==> config.mk <==
export PLATFORM = sky130hd
export DESIGN_NAME = servo_ramp_ctrl
export DESIGN_NICKNAME = d
export VERILOG_FILES = /design/src/rtl/servo_pkg.sv /design/src/rtl/servo_frame_timer.sv /design/src/rtl/servo_ramp_ctrl.sv
export SDC_FILE = /design/constraint.sdc
export NUM_CORES = 1
export LEC_CHECK = 0
export ABC_CLOCK_PERIOD_IN_PS = 6200
export CORE_ASPECT_RATIO = 0.5
export CORE_UTILIZATION = 47
export CTS_CLUSTER_DIAMETER = 120
export CTS_CLUSTER_SIZE = 12
export DETAILED_ROUTE_END_ITERATION = 8
export MAX_ROUTING_LAYER = met4
export PLACE_DENSITY = 0.67
export SETUP_SLACK_MARGIN = 0.05
export SKIP_CTS_REPAIR_TIMING = 1
export SLEW_MARGIN = 25
export SYNTH_ARGS = -nofsm -noshare
export SYNTH_HDL_FRONTEND = slang
export SYNTH_SLANG_ARGS = --single-unit
==> constraint.sdc <==
create_clock -name clock_clk -period 6.2 [get_ports clock_clk]
set_clock_uncertainty 0.1 [all_clocks]
set_input_delay 0.93 -clock clock_clk [delete_from_list [all_inputs] [get_ports clock_clk]]
set_output_delay 0.93 -clock clock_clk [all_outputs]
set_load 0.02 [all_outputs]
==> src/rtl/servo_pkg.sv <==
// Shared constants, state encoding and range helper for the servo ramp controller.
package servo_pkg;

    localparam int unsigned DEF_FRAME_CYCLES = 2000000;
    localparam int unsigned DEF_MIN_PULSE    = 50000;
    localparam int unsigned DEF_MAX_PULSE    = 100000;
    localparam int unsigned DEF_RESET_PULSE  = 75000;

    localparam int unsigned PULSE_W = 32;
    localparam int unsigned STEP_W  = 16;

    typedef enum logic {
        IDLE = 1'b0,
        RAMP = 1'b1
    } servo_state_e;

    function automatic logic [PULSE_W-1:0] clamp(
        input logic [PULSE_W-1:0] value,
        input logic [PULSE_W-1:0] lo,
        input logic [PULSE_W-1:0] hi
    );
        if (value < lo) begin
            return lo;
        end else if (value > hi) begin
            return hi;
        end
        return value;
    endfunction

endpackage

==> src/rtl/servo_frame_timer.sv <==
// Free-running PWM frame counter; frame_start is high for the whole last cycle of each frame.
module servo_frame_timer
    import servo_pkg::*;
#(
    parameter int unsigned FRAME_CYCLES = DEF_FRAME_CYCLES
) (
    input  logic clock_clk,
    input  logic reset,
    output logic frame_start,
    output logic last_next_c
);

    localparam int unsigned CW = (FRAME_CYCLES > 1) ? $clog2(FRAME_CYCLES) : 1;
    localparam logic [CW-1:0] LAST = CW'(FRAME_CYCLES - 1);

    logic [CW-1:0] count_q;
    logic [CW-1:0] count_nxt_c;

    // Look one count ahead so the strobe can be registered yet land on the boundary cycle.
    always_comb begin
        count_nxt_c = (count_q == LAST) ? '0 : count_q + CW'(1);
        last_next_c = (count_nxt_c == LAST);
    end

    always_ff @(posedge clock_clk or posedge reset) begin
        if (reset) begin
            count_q     <= '0;
            frame_start <= 1'b0;
        end else begin
            count_q     <= count_nxt_c;
            frame_start <= last_next_c;
        end
    end

endmodule

==> src/rtl/servo_ramp_ctrl.sv <==
// Slew-limited servo position controller: clamps commanded targets and steps pulse_time
// toward them by at most step_size per PWM frame, updating only on frame boundaries.
module servo_ramp_ctrl
    import servo_pkg::*;
#(
    parameter int unsigned FRAME_CYCLES = DEF_FRAME_CYCLES,
    parameter int unsigned MIN_PULSE    = DEF_MIN_PULSE,
    parameter int unsigned MAX_PULSE    = DEF_MAX_PULSE,
    parameter int unsigned RESET_PULSE  = DEF_RESET_PULSE
) (
    input  logic        clock_clk,
    input  logic        reset,
    input  logic        enable,
    input  logic        cmd_valid,
    output logic        cmd_ready,
    input  logic [31:0] cmd_target,
    input  logic [15:0] step_size,
    output logic [31:0] pulse_time,
    output logic        frame_start,
    output logic        busy,
    output logic        done
);

    localparam logic [PULSE_W-1:0] MIN_P   = PULSE_W'(MIN_PULSE);
    localparam logic [PULSE_W-1:0] MAX_P   = PULSE_W'(MAX_PULSE);
    localparam logic [PULSE_W-1:0] RESET_P = PULSE_W'(RESET_PULSE);

    servo_state_e         state_q;
    logic [PULSE_W-1:0]   target_q;
    logic [PULSE_W-1:0]   pos_q;

    logic                 last_next_c;
    logic                 cmd_fire_c;
    logic                 step_now_c;
    logic                 reach_c;
    logic [PULSE_W-1:0]   clamped_c;
    logic signed [PULSE_W:0] diff_c;
    logic [PULSE_W:0]     mag_c;
    logic [PULSE_W-1:0]   pos_step_c;
    logic [PULSE_W-1:0]   pos_nxt_c;

    servo_frame_timer #(
        .FRAME_CYCLES(FRAME_CYCLES)
    ) u_frame_timer (
        .clock_clk  (clock_clk),
        .reset      (reset),
        .frame_start(frame_start),
        .last_next_c(last_next_c)
    );

    // Step arithmetic; frame_start doubles as the boundary-cycle indicator.
    always_comb begin
        clamped_c  = clamp(cmd_target, MIN_P, MAX_P);
        cmd_fire_c = cmd_valid && cmd_ready;
        diff_c     = $signed({1'b0, target_q}) - $signed({1'b0, pos_q});
        mag_c      = diff_c[PULSE_W] ? $unsigned(-diff_c) : $unsigned(diff_c);
        reach_c    = (step_size == '0) || (mag_c <= (PULSE_W+1)'(step_size));
        if (reach_c) begin
            pos_step_c = target_q;
        end else if (diff_c[PULSE_W]) begin
            pos_step_c = pos_q - PULSE_W'(step_size);
        end else begin
            pos_step_c = pos_q + PULSE_W'(step_size);
        end
        step_now_c = frame_start && enable && (state_q == RAMP);
        pos_nxt_c  = step_now_c ? pos_step_c : pos_q;
    end

    always_ff @(posedge clock_clk or posedge reset) begin
        if (reset) begin
            state_q    <= IDLE;
            target_q   <= RESET_P;
            pos_q      <= RESET_P;
            pulse_time <= RESET_P;
            cmd_ready  <= 1'b1;
            busy       <= 1'b0;
            done       <= 1'b0;
        end else begin
            cmd_ready  <= !last_next_c;
            done       <= 1'b0;
            pos_q      <= pos_nxt_c;
            // A limp servo sees zero width; the position register itself holds.
            pulse_time <= enable ? pos_nxt_c : '0;
            if (step_now_c) begin
                if (reach_c) begin
                    state_q <= IDLE;
                    busy    <= 1'b0;
                    done    <= 1'b1;
                end
            end else if (cmd_fire_c) begin
                target_q <= clamped_c;
                if ((state_q == IDLE) && (clamped_c != pos_q)) begin
                    state_q <= RAMP;
                    busy    <= 1'b1;
                end
            end
        end
    end

endmodule
==> results of run 1 <==
[worst max-delay path: stages (launching register included)]
cell       delay, ns
dfrtp_1         0.42
ha_4            0.19
fa_2            0.35
buf_6           0.13
nor2b_4         0.10
o211a_1         0.14
o211ai_1        0.12
or2_1           0.28
or4b_4          0.61
or2_4           0.28
o21ai_2         0.13
xnor2_1         0.10
ha_1            0.32
a21o_1          0.19
a21oi_2         0.15
o2111ai_1       0.13
nand3_1         0.11
a21oi_2         0.07
a21oi_2         0.14
nand4_1         0.12
or4_4           0.48
or3_4           0.40
a221oi_4        0.31
buf_12          0.21
buf_12          0.14
a221o_1         0.18
and2_1          0.13
[synth_stat cells, types with 13 or more instances]
library cell | n | area (um^2)
or3_1 | 17 | 106
a31oi_1 | 17 | 106
nor4_1 | 27 | 169
o211ai_1 | 17 | 128
ha_1 | 83 | 1040
nor3_1 | 48 | 240
dfstp_2 | 25 | 657
nand4_1 | 28 | 175
and2_1 | 48 | 300
a21oi_1 | 89 | 445
nand3_1 | 46 | 230
a221o_1 | 13 | 130
inv_1 | 80 | 300
dfrtp_1 | 96 | 2400
nor2b_1 | 15 | 93.8
clkbuf_1 | 42 | 158
xor2_1 | 24 | 210
nand2_1 | 111 | 417
nor2_1 | 105 | 394
o21a_1 | 21 | 158
a22oi_1 | 14 | 105
and3_1 | 18 | 113
a21o_1 | 38 | 285
nand2b_1 | 19 | 119
o21ai_0 | 75 | 375
xnor2_1 | 52 | 455
[path summary, 6_finish.rpt]
path / start / endpoint / slack (ns) / depth (start not counted)
setup / recovery: pos_q[0] / pulse_time[23] / 0.1 / 26
hold / removal: u_frame_timer.count_q[4] / u_frame_timer.count_q[4] / 0.41 / 1
setup reg to reg: pos_q[0] / pulse_time[23] / 0.1 / 26
hold reg to reg: u_frame_timer.count_q[4] / u_frame_timer.count_q[4] / 0.41 / 1
max in group asynchronous: reset / pos_q[2] / 3.79 / 3
min in group asynchronous: reset / pos_q[26] / 0.94 / 2
[flip-flops by register name (all words and copies together), names as in the netlist]
name and flops:
pos_q 32, pulse_time 32, target_q 32, u_frame_timer.count_q 21, cmd_ready 1, done 1, state_q 1, u_frame_timer.frame_start 1
[metal layers]
| layer | track usage (%) | share of wire, % |
|---|---|---|
| met1 | 56.3 | 47 |
| met2 | 47.1 | 39 |
| met3 | 11.3 | 13 |
| met4 | 7.13 | 1.3 |
| met5 | - | 0 |
[cells by family (layout without fill, tap and decap cells)]
family / count (synthesis) / after routing
AND/OR/NAND/NOR: 538 / 538
AO/OA/AOI/OAI: 410 / 410
buffers and inverters: 135 / 443
flip-flops: 121 / 121
adder cells (fa/ha/maj): 85 / 85
XOR/XNOR: 77 / 77
multiplexers: 5 / 5
other: 0 / 1
[final cells by class]
cell class | count | area, um^2
Antenna cell | 1 | 2.50
Multi-Input combinational cell | 1115 | 7850
Clock inverter | 14 | 135
Timing Repair Buffer | 330 | 2830
Tap cell | 307 | 384
Inverter | 81 | 307
Sequential cell | 121 | 3060
Fill cell | 1932 | 7980
Clock buffer | 18 | 439
[metrics by stage]
stage,instances,utilization [%],TNS [ns]
finish,1987,65.3,0
global route,1987,65.3,-0.994
CTS,1965,62.9,-8.47
detailed placement,1933,60.4,-5.15
global placement,1933,60.4,-3.06
floorplan,1371,-,0
[report_power, final]
group | internal, mW | switching [mW] | leakage, nW
sequential | 0.795 | 0.00488 | 1.57
combinational | 0.234 | 0.289 | 5.04
clock | 0.572 | 0.416 | 0.288
total | 1.60 | 0.710 | 6.89
==> metrics.md, run 1 <==
| Metric | Value |
|---|---|
| Post-synthesis sequential area ratio | approximately 28% |
| Post-DP HPWL | between 30000 and 40000 um |
| Leading cell types in the layout, fill and taps excluded | buf_4, nand2_1, nor2_1, dfrtp_1, clkdlybuf4s50_1 |
| Initial antenna violation count | 1 |
| Leakage | slightly below 7 nW |
| Largest family of logic cells by synthesized area | compound AO/OA/AOI/OAI gates |
| IO Pins | 88 |
| Outcome | complete, no violations |
| Post-synth EDFFs | 0 |
| Die width | 219 um |
| Worst-case clock buffer depth | 2 |
| Mux share of post-synthesis cell area | 0.451% |
| Core area | 0.0230 mm^2 |
| Min Tclk post-route | approximately 6.1 ns |
| Clock transition at path regs | approximately 0.07 ns |
| Layout cells sized above 1 | between 20% and 30% |
| Hold WC Path Type | register to register |
| # rows | 39 |
| Clock sinks | ~120 |
| Required time worst endpoint | around 6.5 ns |
| Crit path capture type | register |
| Starting Density | approximately half |
| Post-synthesis compound-gate area fraction | between 20 and 30% |
| Wirelength per Cell | 22.2 um |
| Worst vdd ir | approximately 0.00021 V |
| CTS tree | done |
| Routed WL | between 40000 and 50000 um |
| GRT Resource Usage Total | roughly 37% |
| Cell Area, Placed | around 0.014 mm^2 |
| Post-synth top flop | dfrtp_1 |
| PnR worst setup slack | 0.0981 ns |
| Post-Syn Area per Cell | approximately 8.1 um^2 |
| Average vias per placed instance | between 6 and 7 |
| Congestion Overflow GR | 0 |
| Largest net degree at the start of global routing | 67 |
| Worst-Margin Slew | slightly below 1 ns |
| Post-Synth Adder-Cell Area | under 10% |
| Final hold slack | between 0.4 and 0.5 ns |
| Vias in the first global route | about 11000 |
| Synthesized Nets | roughly 1500 |
| Worst Setup Start Kind | register |
| Die H | roughly 110 um |
| Relative slew slack | ~34% |
| First-pass GRT wire length | between 60000 and 70000 um |
| Nets | between 1500 and 2000 |
| Final-report setup violation count | 0 |
| Synth warn | 0 |
| Post-Synth Simple-Gate Area | between 20% and 30% |
| Post-synthesis cell type count | 87 |
| Worst EP arrival | 6.37 ns |
| GP Congestion | between 1 and 1.5 |
| Clk Latency, worst-skew pair | about 0.43 ns |
| Final Cycle Share | between 90% and 100% |
| Antenna Violating Nets Remaining | 0 |
| Mapped Cells | roughly 1400 |
| Total Power | roughly 2.3 mW |
| Maxcap violations | 0 |
| Flops & latches, synth | approximately 120 |
| Initial DRC count | between 1500 and 2000 |
| Crit path max fanout | 8 |
| Unrepaired setup endpoints after global routing | true |
| Crit path kind | register to register |
| Pins Over Slew Limit | 0 |
| Area growth from synthesis to layout | 35.3% |
| Initial DRT Pass Iterations | 7 |
| DP Worst Slack | -0.182 ns |
| Port bufs | 87 |
| CTS Buf Count | 17 |
| Number of H-tree levels | 4 |
| Commonest non-fill, non-tap cell in the layout | buf_4 |
| Power per Cell Area | around 150 mW/mm^2 |
| Die area | about 0.024 mm^2 |
| Final hold vios | 0 |
| Synthesized area | roughly 0.011 mm^2 |
| Max Fclk | ~0.16 GHz |
| DRC errors left | 0 |
| Clock Tree Root | clkbuf_16 |
| Via total after detailed routing | 12400 |
| Fin area | approximately 0.015 mm^2 |
| Asr flop ratio synth | 100% |
| XOR/XNOR Fraction of Synth Area | about 6.2% |
Power figures use the tool's default switching activity.
==> run 2: changes to the inputs <==
--- a/config.mk
+++ b/config.mk
@@ -8,11 +8,10 @@
 export ABC_CLOCK_PERIOD_IN_PS = 6200
 export CORE_ASPECT_RATIO = 0.5
 export CORE_UTILIZATION = 47
-export CTS_CLUSTER_DIAMETER = 120
 export CTS_CLUSTER_SIZE = 12
 export DETAILED_ROUTE_END_ITERATION = 8
 export MAX_ROUTING_LAYER = met4
-export PLACE_DENSITY = 0.67
+export PLACE_DENSITY = 0.78
 export SETUP_SLACK_MARGIN = 0.05
 export SKIP_CTS_REPAIR_TIMING = 1
 export SLEW_MARGIN = 25
==> run 2 against run 1 <==
  * The flow now finishes with violations (negative setup slack)
  * Cell area down 0.49%
  * Utilization down 0.32 points
  * Worst hold slack worse by 0.0074 ns
  * Setup slack worse by 0.11 ns
  * Global-route usage down 0.47 points
  * Clock power down 4.9%
  * Largest power group unchanged
==> metrics.md, run 2 (same netlist as run 1, synthesis figures left out) <==
| Metric | Value |
|---|---|
| Routed WL | between 40000 and 50000 um |
| Inserted Diodes | 0 |
| Area growth from synthesis to layout | 34.6% |
| DRC errors left | 0 |
| Number of H-tree levels | 4 |
| Initial DRT Pass Iterations | 6 |
| Required time worst endpoint | around 6.5 ns |
| Crit path max fanout | 11 |
| GP Congestion | 1.06 |
| Outcome | finished with violations |
| Setup TNS | -0.0136 ns |
| Leakage | about 6.9 nW |
| GRT Resource Usage Total | 36.6% |
| Unrepaired setup endpoints after global routing | true |
| Clock sinks | between 100 and 150 |
| Buffers & Inverters on Critical Path | 4 |
| CTS Buf Count | 17 |
| Failing checks | negative setup slack |
| Die area | around 0.024 mm^2 |
| PnR worst setup slack | -0.0136 ns |
| Layout cells sized above 1 | about a quarter |
| Crit-path leading delay family | simple AND/OR/NAND/NOR gates |
| Nets | 1793 |
| Biggest regs | pos_q (32), pulse_time (32), target_q (32) |
| Relative slew slack | ~33% |
| CP max stage delay | between 0.6 and 0.7 ns |
| Min Tclk post-route | 6.21 ns |
| Crit path kind | register to register |
| Clk Latency, worst-skew pair | ~0.42 ns |
| Worst EP arrival | 6.48 ns |
| Clock Tree Root | clkbuf_16 |
| IO Pins | 88 |
| Maxcap violations | 0 |
| # rows | 39 |
| Via total after detailed routing | 12500 |
| Final Cycle Share | 100% |
| Final hold vios | 0 |
| Clock transition at path regs | roughly 0.060 ns |
| Commonest non-fill, non-tap cell in the layout | buf_4 |
| Worst vdd ir | around 0.00026 V |
| Pins Over Slew Limit | 0 |
| Cell Area, Placed | around 0.014 mm^2 |
| Initial DRC count | about 1500 |
| First-pass GRT wire length | around 66000 um |
| Congestion Overflow GR | 0 |
| Worst Setup Start Kind | register |
| Initial antenna violation count | 0 |
| Hold WC Path Type | register to register |
| Max Fclk | approximately 0.16 GHz |
| Fin area | approximately 0.015 mm^2 |
| CTS tree | done |
| Worst-Margin Slew | about 1.0 ns |
| Die H | 111 um |
| Power per Cell Area | 152 mW/mm^2 |
| Leading cell types in the layout, fill and taps excluded | buf_4, nand2_1, nor2_1, dfrtp_1, clkdlybuf4s50_1 |
| Worst-case clock buffer depth | 2 |
| Final-report setup violation count | 1 |
| Post-DP HPWL | between 30000 and 40000 um |
| Largest net degree at the start of global routing | 70 |
| Port bufs | 87 |
| Average vias per placed instance | 6.35 |
| Worst path most repeated cell | buf_6 |
| Vias in the first global route | 11900 |
| Die width | about 220 um |
| Final Util | roughly two thirds |
| Antenna Violating Nets Remaining | 0 |
| Core area | about 0.023 mm^2 |
| Slowest CP cell | or4b_4 |
| Starting Density | between 40% and 50% |
| Fill cells | about 1900 |
| Wirelength per Cell | ~22 um |
| Crit path capture type | register |
-- run 2: layer usage --
metal | vias to the layer above | global-route usage, % | share of wire, %
met4 | 0 | 9.07 | 2.5
met5 | - | - | 0
met3 | 111 | 9.20 | 13
met1 | 6011 | 53.8 | 45
met2 | 770 | 49.2 | 40
li1 | 5651 | - | -
-- run 2: layout make-up --
| cell class | count | area [um^2] | share of cell area [%] |
|---|---|---|---|
| well taps | 307 | 384 | 2.57 |
| inverters | 81 | 310 | 2.08 |
| multi-input cells | 1115 | 7900 | 52.9 |
| clock inverters | 11 | 90.1 | 0.603 |
| clock buffers | 21 | 470 | 3.15 |
| flip-flops and latches | 121 | 3060 | 20.5 |
| repair buffers | 320 | 2720 | 18.2 |
-- run 2: worst register-to-register path: cells and delay by family (launching register included) --
family,cells,cell delay (ns)
compound gates,9,1.55
xor+xnor,1,0.19
fa+ha+maj,2,0.60
buf+inv,4,0.54
flops,1,0.53
simple gates,9,2.64
-- run 2: power breakdown --
group | total, mW | switching [mW] | internal (mW)
Sequential | 0.801 | 0.00562 | 0.796
Combinational | 0.534 | 0.297 | 0.237
Clock | 0.940 | 0.393 | 0.548
-- run 2: path summary, 6_finish.rpt --
kind	from	endpoint	slack [ns]	cells past startpoint
worst max-delay path	pos_q[3]	pulse_time[3]	-0.01	25
worst min-delay path	u_frame_timer.count_q[4]	u_frame_timer.count_q[4]	0.40	1
worst max register to register	pos_q[3]	pulse_time[3]	-0.01	25
worst min register to register	u_frame_timer.count_q[4]	u_frame_timer.count_q[4]	0.40	1
max in group asynchronous	reset	pulse_time[14]	3.78	3
min in group asynchronous	reset	pulse_time[28]	0.94	2
-- run 2: through the flow --
stage | setup WS (ns) | hold WS [ns] | power, mW | instances
2_1_floorplan | 0.0744 | 0.349 | 1.08 | 1371
3_3_place_gp | -0.0762 | 0.381 | 1.27 | 1925
3_5_place_dp | -0.158 | 0.388 | 1.28 | 1925
4_1_cts | -0.202 | 0.405 | 2.21 | 1957
5_1_grt | -0.151 | 0.436 | 2.36 | 1976
6_report | -0.0136 | 0.401 | 2.28 | 1976
